<file path="config.mk">
export PLATFORM = sky130hd
export DESIGN_NAME = ce_rw_fifo
export DESIGN_NICKNAME = d
export VERILOG_FILES = /design/src/rtl/ce_rw_fifo.sv
export SDC_FILE = /design/constraint.sdc
export NUM_CORES = 1
export LEC_CHECK = 0
export CAP_MARGIN = 20
export CORE_MARGIN = 1.5
export CORE_UTILIZATION = 40
export DETAILED_ROUTE_END_ITERATION = 12
export GPL_ROUTABILITY_DRIVEN = 0
export PLACE_DENSITY = 0.68
export RECOVER_POWER = 50
export SLEW_MARGIN = 20
export SYNTH_ARGS = -nofsm -noshare
export SYNTH_HDL_FRONTEND = slang
export SYNTH_SLANG_ARGS = --single-unit
</file>
<file path="constraint.sdc">
create_clock -name clk -period 5.21 [get_ports clk]
set_input_delay 1.042 -clock clk [delete_from_list [all_inputs] [get_ports clk]]
set_output_delay 1.042 -clock clk [all_outputs]
set_load 0.01 [all_outputs]
</file>
<file path="src/rtl/ce_rw_fifo.sv">
// Chip-enabled synchronous FIFO with occupancy count, sticky overflow/underflow flags and registered read data.
// Optional protocol assertions are compiled in when CE_RW_FIFO_SVA_EN is defined.
module ce_rw_fifo #(
  parameter  int unsigned WIDTH = 8,
  parameter  int unsigned DEPTH = 16,
  localparam int unsigned CW    = $clog2(DEPTH) + 1
) (
  input  logic             clk,
  input  logic             rst,
  input  logic             ce,
  input  logic             wr,
  input  logic             rd,
  input  logic             clr,
  input  logic [WIDTH-1:0] din,
  output logic [WIDTH-1:0] dout,
  output logic             rd_valid,
  output logic             full,
  output logic             empty,
  output logic [CW-1:0]    count,
  output logic             overflow,
  output logic             underflow
);

  localparam int unsigned AW = $clog2(DEPTH);

  logic [WIDTH-1:0] mem_q [DEPTH];
  logic [AW-1:0]    wr_ptr_q, wr_ptr_d;
  logic [AW-1:0]    rd_ptr_q, rd_ptr_d;
  logic [CW-1:0]    count_q, count_d;
  logic [WIDTH-1:0] dout_q, dout_d;
  logic             rd_valid_q, rd_valid_d;
  logic             overflow_q, overflow_d;
  logic             underflow_q, underflow_d;
  logic             wr_acc, rd_acc;

  assign full  = (count_q == CW'(DEPTH));
  assign empty = (count_q == '0);

  // A write into a full FIFO is still accepted when a read frees a slot in the same cycle.
  assign rd_acc = ce & rd & ~empty;
  assign wr_acc = ce & wr & (~full | rd_acc);

  always_comb begin
    wr_ptr_d    = wr_ptr_q;
    rd_ptr_d    = rd_ptr_q;
    count_d     = count_q;
    dout_d      = dout_q;
    rd_valid_d  = rd_acc;
    overflow_d  = (ce & wr & full & ~rd_acc) | (overflow_q & ~clr);
    underflow_d = (ce & rd & empty) | (underflow_q & ~clr);

    if (wr_acc) wr_ptr_d = wr_ptr_q + AW'(1);
    if (rd_acc) begin
      rd_ptr_d = rd_ptr_q + AW'(1);
      dout_d   = mem_q[rd_ptr_q];
    end

    unique case ({wr_acc, rd_acc})
      2'b10:   count_d = count_q + CW'(1);
      2'b01:   count_d = count_q - CW'(1);
      default: count_d = count_q;
    endcase
  end

  always_ff @(posedge clk or negedge rst) begin
    if (!rst) begin
      wr_ptr_q    <= '0;
      rd_ptr_q    <= '0;
      count_q     <= '0;
      dout_q      <= '0;
      rd_valid_q  <= 1'b0;
      overflow_q  <= 1'b0;
      underflow_q <= 1'b0;
    end else begin
      wr_ptr_q    <= wr_ptr_d;
      rd_ptr_q    <= rd_ptr_d;
      count_q     <= count_d;
      dout_q      <= dout_d;
      rd_valid_q  <= rd_valid_d;
      overflow_q  <= overflow_d;
      underflow_q <= underflow_d;
    end
  end

  // Storage is intentionally not reset.
  always_ff @(posedge clk) begin
    if (wr_acc) mem_q[wr_ptr_q] <= din;
  end

  assign dout      = dout_q;
  assign rd_valid  = rd_valid_q;
  assign count     = count_q;
  assign overflow  = overflow_q;
  assign underflow = underflow_q;

`ifdef CE_RW_FIFO_SVA_EN
  a_count_le_depth: assert property (@(posedge clk) disable iff (!rst)
    count_q <= CW'(DEPTH))
    else $error("a_count_le_depth failed at %0t", $time);

  a_rd_valid_cause: assert property (@(posedge clk) disable iff (!rst)
    rd_valid_q |-> $past(ce & rd & ~empty))
    else $error("a_rd_valid_cause failed at %0t", $time);

  a_full_empty_excl: assert property (@(posedge clk) disable iff (!rst)
    !(full && empty))
    else $error("a_full_empty_excl failed at %0t", $time);

  a_reset_empty: assert property (@(posedge clk) disable iff (!rst)
    $rose(rst) |-> (empty && count_q == '0))
    else $error("a_reset_empty failed at %0t", $time);
`else
`endif

endmodule

</file>
=== After elaboration in Yosys (flattened, before gate mapping) ===
Memory sizes are Yosys's and may differ from the RTL's. A register that Yosys moved wholly into a read port is not among the register bits.
Index checks and enable logic that the tools add are counted.

* $add $sub $neg: 4
* Equality and inequality tests: 3
* Multiplexer cells: 3
* Bitwise gates (word level): 16
* Reductions and logical operators: 3

{| class="wikitable"
|+ Operators with widths
! cell !! number
|-
| one-hot mux 5 bit (2 select lines) || 1
|-
| bitwise AND 1 bit || 9
|-
| adder 4 x 1 -> 4 bit (second input constant) || 2
|-
| adder 5 x 1 -> 5 bit (second input constant) || 1
|-
| == test 5 bit (second input constant) || 1
|-
| logical NOT 5 bit || 1
|-
| subtractor 5 x 1 -> 5 bit (second input constant) || 1
|-
| NOT 1 bit || 4
|-
| bitwise OR 1 bit || 3
|-
| == test 2 x 1 -> 1 bit (second input constant) || 1
|-
| == test 2 bit (second input constant) || 1
|-
| two-way mux 1 bit || 2
|-
| nonzero test 2 bit || 1
|-
| logical NOT 1 bit || 1
|}

* Register bits after elaboration: 16
* Bits in writable memories: 128
* Bits of input ports: 14
* Output and inout port bits: 18
* Logic and storage cells: 36
* Memories kept: 1

{| class="wikitable"
|+ Memories
! memory !! words !! width !! rd ports !! clocked after memory_dff !! write ports !! line !! RTL
|-
| mem_q || 16 || 8 || 1 || 1 || 1 || 26 || <nowiki>logic [WIDTH-1:0] mem_q [DEPTH];</nowiki>
|}

=== Depth between registers and ports, before layout ===
Gate-level depths: netlist of run 1.

* Depth after elaboration: 7
* Gate-level depth with buffers: 11
* Depth with buffers taken out: 9

=== Worst setup path after synthesis of run 1 ===
No wires, ideal clock.

* Path kind: flip-flop to flip-flop
* Start: register count_q[1], in the netlist count[1]
* End: register count_q[4], in the netlist count[4]
* Setup time: 0.101 ns
* Arrival: 2.551 ns
* Required time: 5.109 ns
* Path slack: 2.558 ns
* Stages on the path, launching flop included: 12
* Path buffers: 2
* Period minus slack after synthesis: 2.652 ns
* Cells stage by stage: dfrtp_1 -> buf_6 -> or4_4 -> buf_6 -> nor2_1 -> nor2_1 -> xor2_1 -> ha_1 -> o31a_1 -> nor3_1 -> a32oi_1 -> o32ai_1

* Word-level cells in the longest chain between the ends: 7
* Elaborated cells on any way between the ends: 13
* Classes of those cells: 2 x add/sub; 3 x eq/ne; 1 x mux; 5 x bitwise; 2 x reduce/logical

{| class="wikitable"
|+ Ends and longest elaborated chain
! item !! line !! RTL
|-
| start, declared || 29 || <nowiki>logic [CW-1:0] count_q, count_d;</nowiki>
|-
| start signal, assigned || 77 || <nowiki>count_q <= count_d;</nowiki>
|-
| logical NOT 5 bit * || 37 || <nowiki>assign empty = (count_q == '0);</nowiki>
|-
| via empty || 18 || <nowiki>output logic empty,</nowiki>
|-
| NOT 1 bit * || 40 || <nowiki>assign rd_acc = ce & rd & ~empty;</nowiki>
|-
| bitwise AND 1 bit * || 40 ||
|-
| bitwise OR 1 bit || 41 || <nowiki>assign wr_acc = ce & wr & (~full | rd_acc);</nowiki>
|-
| bitwise AND 1 bit || 41 ||
|-
| == test 2 x 1 -> 1 bit / == test 2 bit (equally long branches) || 58 || <nowiki>unique case ({wr_acc, rd_acc})</nowiki>
|-
| one-hot mux 5 bit (2 select lines) / nonzero test 2 bit (equally long branches) || - ||
|}

Mark *: on every way through the listed nets, which the timed path passes. The rest lies on a longest branch.
A chain may end at the register's enable or synchronous reset.

=== Worst setup path after layout of run 1 ===
* Start: input port wr
* End: memory mem_q[11][0] (enable)

* Word-level cells in the longest chain between the ends: 4

{| class="wikitable"
|+ Ends and longest elaborated chain
! item !! line !! RTL
|-
| start, declared || 11 || <nowiki>input logic wr,</nowiki>
|-
| bitwise AND 1 bit (2 in series) || 41 ||
|-
| two-way mux 1 bit || 87 || <nowiki>if (wr_acc) mem_q[wr_ptr_q] <= din;</nowiki>
|-
| two-way mux 1 bit (implied by the code) || 87 ||
|-
| end, declared || 26 ||
|}

Every way passes these cells.

==> run summary, run 1 <==
Part of the Yosys area used for sequential elements: 71.6%. The run gives 18700 um as the wire length of the first global-routing pass. TritonCTS built the clock tree.

The number of cell rows was 45. For the post-synthesis net count, the log shows 353. The highest attainable clock frequency is 0.287 GHz. After clock tree synthesis, the repair step resized 0 gates.

The count of buffers added on input and output ports is 31. Hold timing on the final database bottoms out at a slack of 0.500 ns. The required time reported for the critical path endpoint is 5.25 ns, and the leakage power of the design is 2.50 nW. For the power after layout, the log shows 0.00402 W. For the setup TNS, the log shows 0 ns. The cell type with the highest aggregate area in the netlist is edfxtp_1.

In this run, synthesis inferred 128 flip-flops with an integrated enable. The logs give 0 for the total global routing overflow and 0.0163 sq mm for the die area. Once detailed placement completed, the half-perimeter wirelength came to 7590 um.

Across the run, the number of max-cap violations was 0. The number of placed instances, taps included, is 538. The via-per-instance ratio came out at 5.49. The clock drives 152 sinks.

The critical path is of the in2reg type. The logs give 0.0152 sq mm for the area of the placeable core and 4 for the depth of the CTS H-tree. Clock tree synthesis inserted a total of 17 buffers. The detailed router finished its first iteration with 262 violations. Count of state elements after synthesis: 152. From bottom edge to top edge, the die measures 128 um. The detailed-routing iteration count for the pre-antenna-repair pass is 5, and the area taken by flip-flops and latches is 0.00445 sq mm. The layout-stage area growth over the synthesis result was 18.8%. The CTS clock-pin slew for the worst setup and hold paths was 0.06 ns; the number of buffers inserted by hold repair at cts was 0. Synthesis produced a netlist whose cell count is 332.

For the worst reg-to-reg setup slack, the log shows 2.51 ns. The width of the die is 128 um, and the final number of hold-violating endpoints is 0. In this run the worst path has a maximum fanout of 9. For the worst-case vdd ir drop, the log shows 0.339 mV. The average instance in the mapped netlist occupies 18.7 sq um. The I/O pin count was 32.

The final net count came out at 390. Setup repair after global routing left no endpoint under its margin. In the final layout, the multi-input gates occupy 0.00162 sq mm. The run gives 3129 as the count of vias placed by the detailed router. The classification of the worst-slack hold path was reg2reg. The area share of the largest cell type after synthesis is 61.9%. The tools report the synthesized area as 0.00621 sq mm. By area the synthesized netlist is led by edfxtp_1 (62%), mux4_2 (12%), dfrtp_1 (9.7%). The number of setup buffers added after CTS is 0. Final critical path time including I/O delays and setup: 3.49 ns. Fill cells in the final layout number 1244. The run finished with clean final reports. The finished layout holds 570 standard cells, fillers aside. The most common cell after layout, fill and taps aside is edfxtp_1. Counting flops with an async set or reset pin after synthesis yields a share of 15.8%. In the final routed layout, each cell accounts on average for 21.2 um. The global router's overall resource usage was 16.2%; the number of different library cells in the post-synthesis netlist was 46. The number of antenna repair diodes came out at 0. For the max-slew violation count, the log shows 0. The final setup skew came out at 0.00916 ns. The max-slew headroom at the worst pin is 1.52%.

Setup violations remaining at the end of the flow were counted as 0. STA classifies the critical path startpoint as an input port. The starting density of the core was 40.8%; the routed wire length was 12100 um. Part of the cycle the worst path needs: 67.0%. The clock root buffer master was clkbuf_16.

The logs give 3162 for the via count of the first global-routing pass and 0 for the remaining antenna violation count. The worst setup path is captured at a register. The number of buffers on the longest clock path came out at 2. In this run the power density over the cells is 545 mW/mm^2. In the final layout, the share of cells above drive strength 1 is 18.8%. For the pin with the worst max-slew slack, the measured transition is 1.48 ns. The count of unresolved DRC violations after routing is 0.

The clock latency reported for the late side of the worst-skew pair is 0.42 ns. The initial antenna violation count was 0. The prevailing post-synth register cell was edfxtp_1.

The run gives 0 as the warning count from the yosys run. The library cells used most frequently in the layout, excluding fill and tap cells, are edfxtp_1 (128), mux4_2 (32), dfrtp_1 (23), nand2_1 (21), clkdlybuf4s50_1 (19). The arrival time at the worst endpoint is 3.53 ns, and the largest net degree at the start of global routing is 35.
[worst max-delay path, cell delays in order]
cell and delay, ns:
dlygate4sd3_1 0.71, nand2_1 0.16, a31oi_1 0.65, nand3b_1 0.31, nor2_1 0.65
[flip-flops by register name, summed over array words and instances (netlist names)]
signal	flops
rd_ptr_q	4
underflow	1
mem_q	128
wr_ptr_q	4
count	5
overflow	1
rd_valid	1
dout	8
[area by class of cell]
class                      count  share of cell area, %
clock buffer                  17                   5.77
clock inverter                15                   3.68
inverter                      13                  0.662
multi-input combinational    151                   21.9
sequential                   152                   60.3
tap                          188                   3.19
timing repair buffer          34                   4.46
[cell usage after synthesis (2+ instances only)]
cell	number
nor2_1	9
and2_1	12
mux4_2	32
ha_1	7
inv_1	11
mux2i_1	16
nand2_1	21
buf_2	8
buf_6	2
xor2_1	2
mux2_1	2
buf_1	2
nand4_1	2
nand3b_1	3
dfrtp_1	24
o221ai_1	8
o32ai_1	3
edfxtp_1	128
xnor2_1	7
a21oi_1	2
clkbuf_1	4
nor3_2	2
inv_2	2
[stage by stage]
| step | util [%] | instance area, sq um | worst slack, ns |
|---|---|---|---|
| floorplan | - | 6210 | 2.56 |
| global placement | 44.0 | 6690 | 1.71 |
| detailed placement | 44.0 | 6690 | 1.57 |
| CTS | 48.6 | 7390 | 1.90 |
| global route | 48.5 | 7370 | 1.47 |
| finish | 48.5 | 7370 | 1.72 |
[power breakdown]
part           switching, W  internal (W)  leakage (nW)
logic              0.000483      0.000502         0.716
registers          0.000152       0.00145          1.45
clock network      0.000475      0.000949         0.338
total               0.00111       0.00291          2.50
[routing by layer]
metal	share of wire, %	vias to the layer above	wire (um)	track usage (%)
li1	-	1391	-	-
met1	45	1637	5410	22.6
met2	49	89	5910	24.6
met3	5.2	12	625	4.02
met4	1.3	0	161	6.02
met5	0	-	0	0
[path summary, 6_finish.rpt]
check	start	to	cells past startpoint
worst max-delay path	wr	mem_q[11][0]$_DFFE_PP_	5
worst min-delay path	dout[2]$_DFFE_PN0P_	dout[2]$_DFFE_PN0P_	2
worst max register to register	count[0]$_DFFE_PN0P_	count[4]$_DFFE_PN0P_	9
worst min register to register	dout[2]$_DFFE_PN0P_	dout[2]$_DFFE_PN0P_	2
max in group asynchronous	rst	rd_ptr_q[2]$_DFFE_PN0P_	2
min in group asynchronous	rst	overflow$_DFF_PN0_	2
[logic make-up (layout without fill, tap and decap cells)]
group	after synthesis	in the layout	synth area share (%)
buffers and inverters	29	79	2.16
flip-flops	152	152	71.6
AND/OR/NAND/NOR	59	59	5.30
adder cells (fa/ha/maj)	7	7	1.41
multiplexers	50	50	14.6
XOR/XNOR	9	9	1.27
AO/OA/AOI/OAI	26	26	3.69
No activity file was read; power rests on OpenSTA's default activity.
==> run 2, diff against run 1 <==
--- a/config.mk
+++ b/config.mk
@@ -10,7 +10,7 @@
 export CORE_UTILIZATION = 40
 export DETAILED_ROUTE_END_ITERATION = 12
 export GPL_ROUTABILITY_DRIVEN = 0
-export PLACE_DENSITY = 0.68
+export PLACE_DENSITY = 0.7
 export RECOVER_POWER = 50
 export SLEW_MARGIN = 20
 export SYNTH_ARGS = -nofsm -noshare
==> constraint.sdc (replaced) <==
create_clock -name clk -period 3 [get_ports clk]
set_input_delay 0.6 -clock clk [delete_from_list [all_inputs] [get_ports clk]]
set_output_delay 0.6 -clock clk [all_outputs]
set_load 0.01 [all_outputs]
==> run 2 against run 1 <==
Power grew 61%. Hold slack gained 0.0037 ns. Die area is the same. Register-to-register slack lost 2.4 ns. Critical path type is now reg2reg.
==> run summary, run 2 (synthesized netlist as in run 1, its figures left out) <==
In the final design database the tool counted 400 nets. The layout-stage area growth over the synthesis result came out at 17.6%. Entering global routing, the biggest net connects 34 pins. Start-to-end type of the worst setup path: reg2reg. The transition at the pin with the smallest max-transition slack was 1.21 ns; the number of sinks driven by the clock tree was 152.

The tools report the max-slew violation count as 0. The logs give 17 for the total clock buffers created by CTS and 0 for the number of setup buffers added after CTS. STA classifies the critical path endpoint as a register. The initial antenna violation count is 0. At the worst endpoint, the arrival time is 2.98 ns.

The register with the most flip-flops in the layout has 128 of them. The initial utilization of the core area, before any placement, comes to 40.8%. The first global-routing pass estimated 18600 um of wire.

Walking the worst path, the cells encountered are nor4_1 -> a31oi_2 -> clkbuf_1 -> and3_1 -> and2_1. The die covers 0.0163 sq mm. For this design the ratio of total power to cell area is 886 mW/mm^2.

The post-cts repair resize count was 0; the total global routing overflow was 0. The die is 128 um tall. The internal power summed over all cells came out at 0.00459 W.

The part of the cycle the worst path needs came out at 95.3%. The run gives 0.504 mV as the worst-case vdd ir drop. The region available for standard cell placement spans 0.0152 sq mm.

For the number of standard cells in the layout, taps in and fillers out, the log shows 580. TritonCTS built the clock tree. For the number of buffers inserted by hold repair at cts, the log shows 0. The largest delay contributor family on the critical path was simple AND/OR/NAND/NOR gates. Row generation in the floorplan step produced 45 rows. On the worst path, the slowest cell contributes a delay of 1.04 ns. The max capacitance violation total was 0. For this design, the slowest cell found on the critical path is nor4_1. The clock reaches the later pin of the worst-skew pair after 0.42 ns. Dividing the detail-routed wire length by the instance count gives 20.4 um. The tools report the detailed-routing iteration count for the pre-antenna-repair pass as 4.

The flow ran to the end, and the final reports show no timing, DRC or antenna violations. No sink is reached through more buffers than the 2 on the longest clock path. Final count of negative-setup-slack endpoints: 0. Measured against its own limit, the worst slew margin works out to 18.7%. Of the total power, the clock network draws 30.5%. The H-tree was split into 4 levels.

After clock tree synthesis, the clock-pin slew on the worst setup and hold paths is 0.06 ns. The I/O pin count came out at 32. Of the cells placed in the final design, the portion with a size suffix greater than 1 is 19.4%. For the number of antenna repair diodes, the log shows 0. The routed wire length came out at 11800 um.

The via-per-instance ratio came out at 5.45. The most common cell after layout, fill and taps aside was edfxtp_1. The setup TNS is 0 ns, and the buffers plus inverters on the worst setup path is 1. Setup repair after global routing left no endpoint under its margin. The logs give 0.14 ns for the worst reg-to-reg setup slack and 3163 for the count of vias placed by the detailed router.

The net switching power was 0.00187 W; the remaining antenna violation count was 0. In this run the worst hold path is classified as reg2reg. The floorplan step set the die width to 128 um. In the routed design, unresolved DRC markers number 0. The via count of the first global-routing pass was 3269; the required time reported for the critical path endpoint was 3.12 ns. Leakage power of the design: 2.47 nW. The worst setup path is launched from a register. For the number of DRC violations after detailed-routing iteration 0, the log shows 373. The final critical path time including I/O delays and setup was 2.86 ns; the final setup skew was 0.00571 ns. Combinational logic is responsible for 26.0% of the overall power. After detailed placement, the design holds a cell count of 548.

The run gives 15.8% as the global router's overall resource usage. Counting flops per register, the top entry is mem_q. Buffers placed on the I/O ports in this run total 31.

The switching portion of total power works out to 29.0%. The tools report the highest attainable clock frequency as 0.350 GHz. For the register share of total power, the log shows 43.6%.

The tools report the clock root buffer master as clkbuf_16. The filler cells instantiated in the layout total 1241. In the layout the commonest cells are edfxtp_1 (128), mux4_2 (32), dfrtp_1 (23), clkdlybuf4s50_1 (22), nand2_1 (21). In this run the worst path has a maximum fanout of 9. For the final number of hold-violating endpoints, the log shows 0. Detailed placement ended at an HPWL of 7650 um.
[run 2: cell count changes in the layout (fill, tap and decap cells not counted), sizes merged]
cell | previous run | this run
dlygate4sd3 | 12 | 9
clkbuf | 18 | 25
buf | 2 | 10
clkinv | 5 | 3
bufinv | 7 | 1
clkinvlp | 1 | 3
inv | 15 | 16
clkdlybuf4s50 | 19 | 22
[run 2: power groups by stage]
stage          Combinational [W]  Clock [W]  Sequential [W]
2_1_floorplan            0.00127          0         0.00272
3_3_place_gp             0.00168          0         0.00286
3_5_place_dp             0.00170          0         0.00287
4_1_cts                  0.00171    0.00201         0.00283
5_1_grt                  0.00182    0.00208         0.00285
6_report                 0.00168    0.00197         0.00281
[run 2: worst paths after layout]
| kind | startpoint | to | cells after the start |
|---|---|---|---|
| worst max-delay path | count[1]$_DFFE_PN0P_ | mem_q[13][1]$_DFFE_PP_ | 5 |
| worst min-delay path | dout[0]$_DFFE_PN0P_ | dout[0]$_DFFE_PN0P_ | 2 |
| worst max register to register | count[1]$_DFFE_PN0P_ | mem_q[13][1]$_DFFE_PP_ | 5 |
| worst min register to register | dout[0]$_DFFE_PN0P_ | dout[0]$_DFFE_PN0P_ | 2 |
| max in group asynchronous | rst | overflow$_DFF_PN0_ | 2 |
| min in group asynchronous | rst | dout[6]$_DFFE_PN0P_ | 1 |
[run 2: worst min-delay path: stages, from the launching register on]
cell and delay [ns]:
dfrtp_1 0.35, nand2_1 0.05, o221ai_1 0.06
[run 2: final cells by class]
type / count / area (sq um) / area share (%)
multi-input combinational: 151 / 1610 / 22.0
inverter: 13 / 48.8 / 0.669
timing repair buffer: 44 / 409 / 5.61
clock inverter: 10 / 97.6 / 1.34
sequential: 152 / 4450 / 60.9
tap: 188 / 235 / 3.22
clock buffer: 22 / 454 / 6.22
[run 2: stage by stage]
stage	util, %	hold slack, ns	instance area (sq um)	total power [W]	setup slack [ns]
2_1_floorplan	-	0.304	6210	0.00399	0.348
3_3_place_gp	44.6	0.478	6780	0.00454	0.252
3_5_place_dp	44.6	0.495	6780	0.00457	0.0856
4_1_cts	48.2	0.509	7330	0.00655	0.125
5_1_grt	48.0	0.523	7300	0.00676	0.0191
6_report	48.0	0.503	7300	0.00646	0.142
[run 2: metal layers]
metal | part of all wire, % | vias up | track usage, %
met4 | 1.7 | 0 | 6.82
li1 | - | 1414 | -
met1 | 42 | 1624 | 20.5
met2 | 51 | 106 | 25.8
met5 | 0 | - | 0
met3 | 5.1 | 19 | 3.60
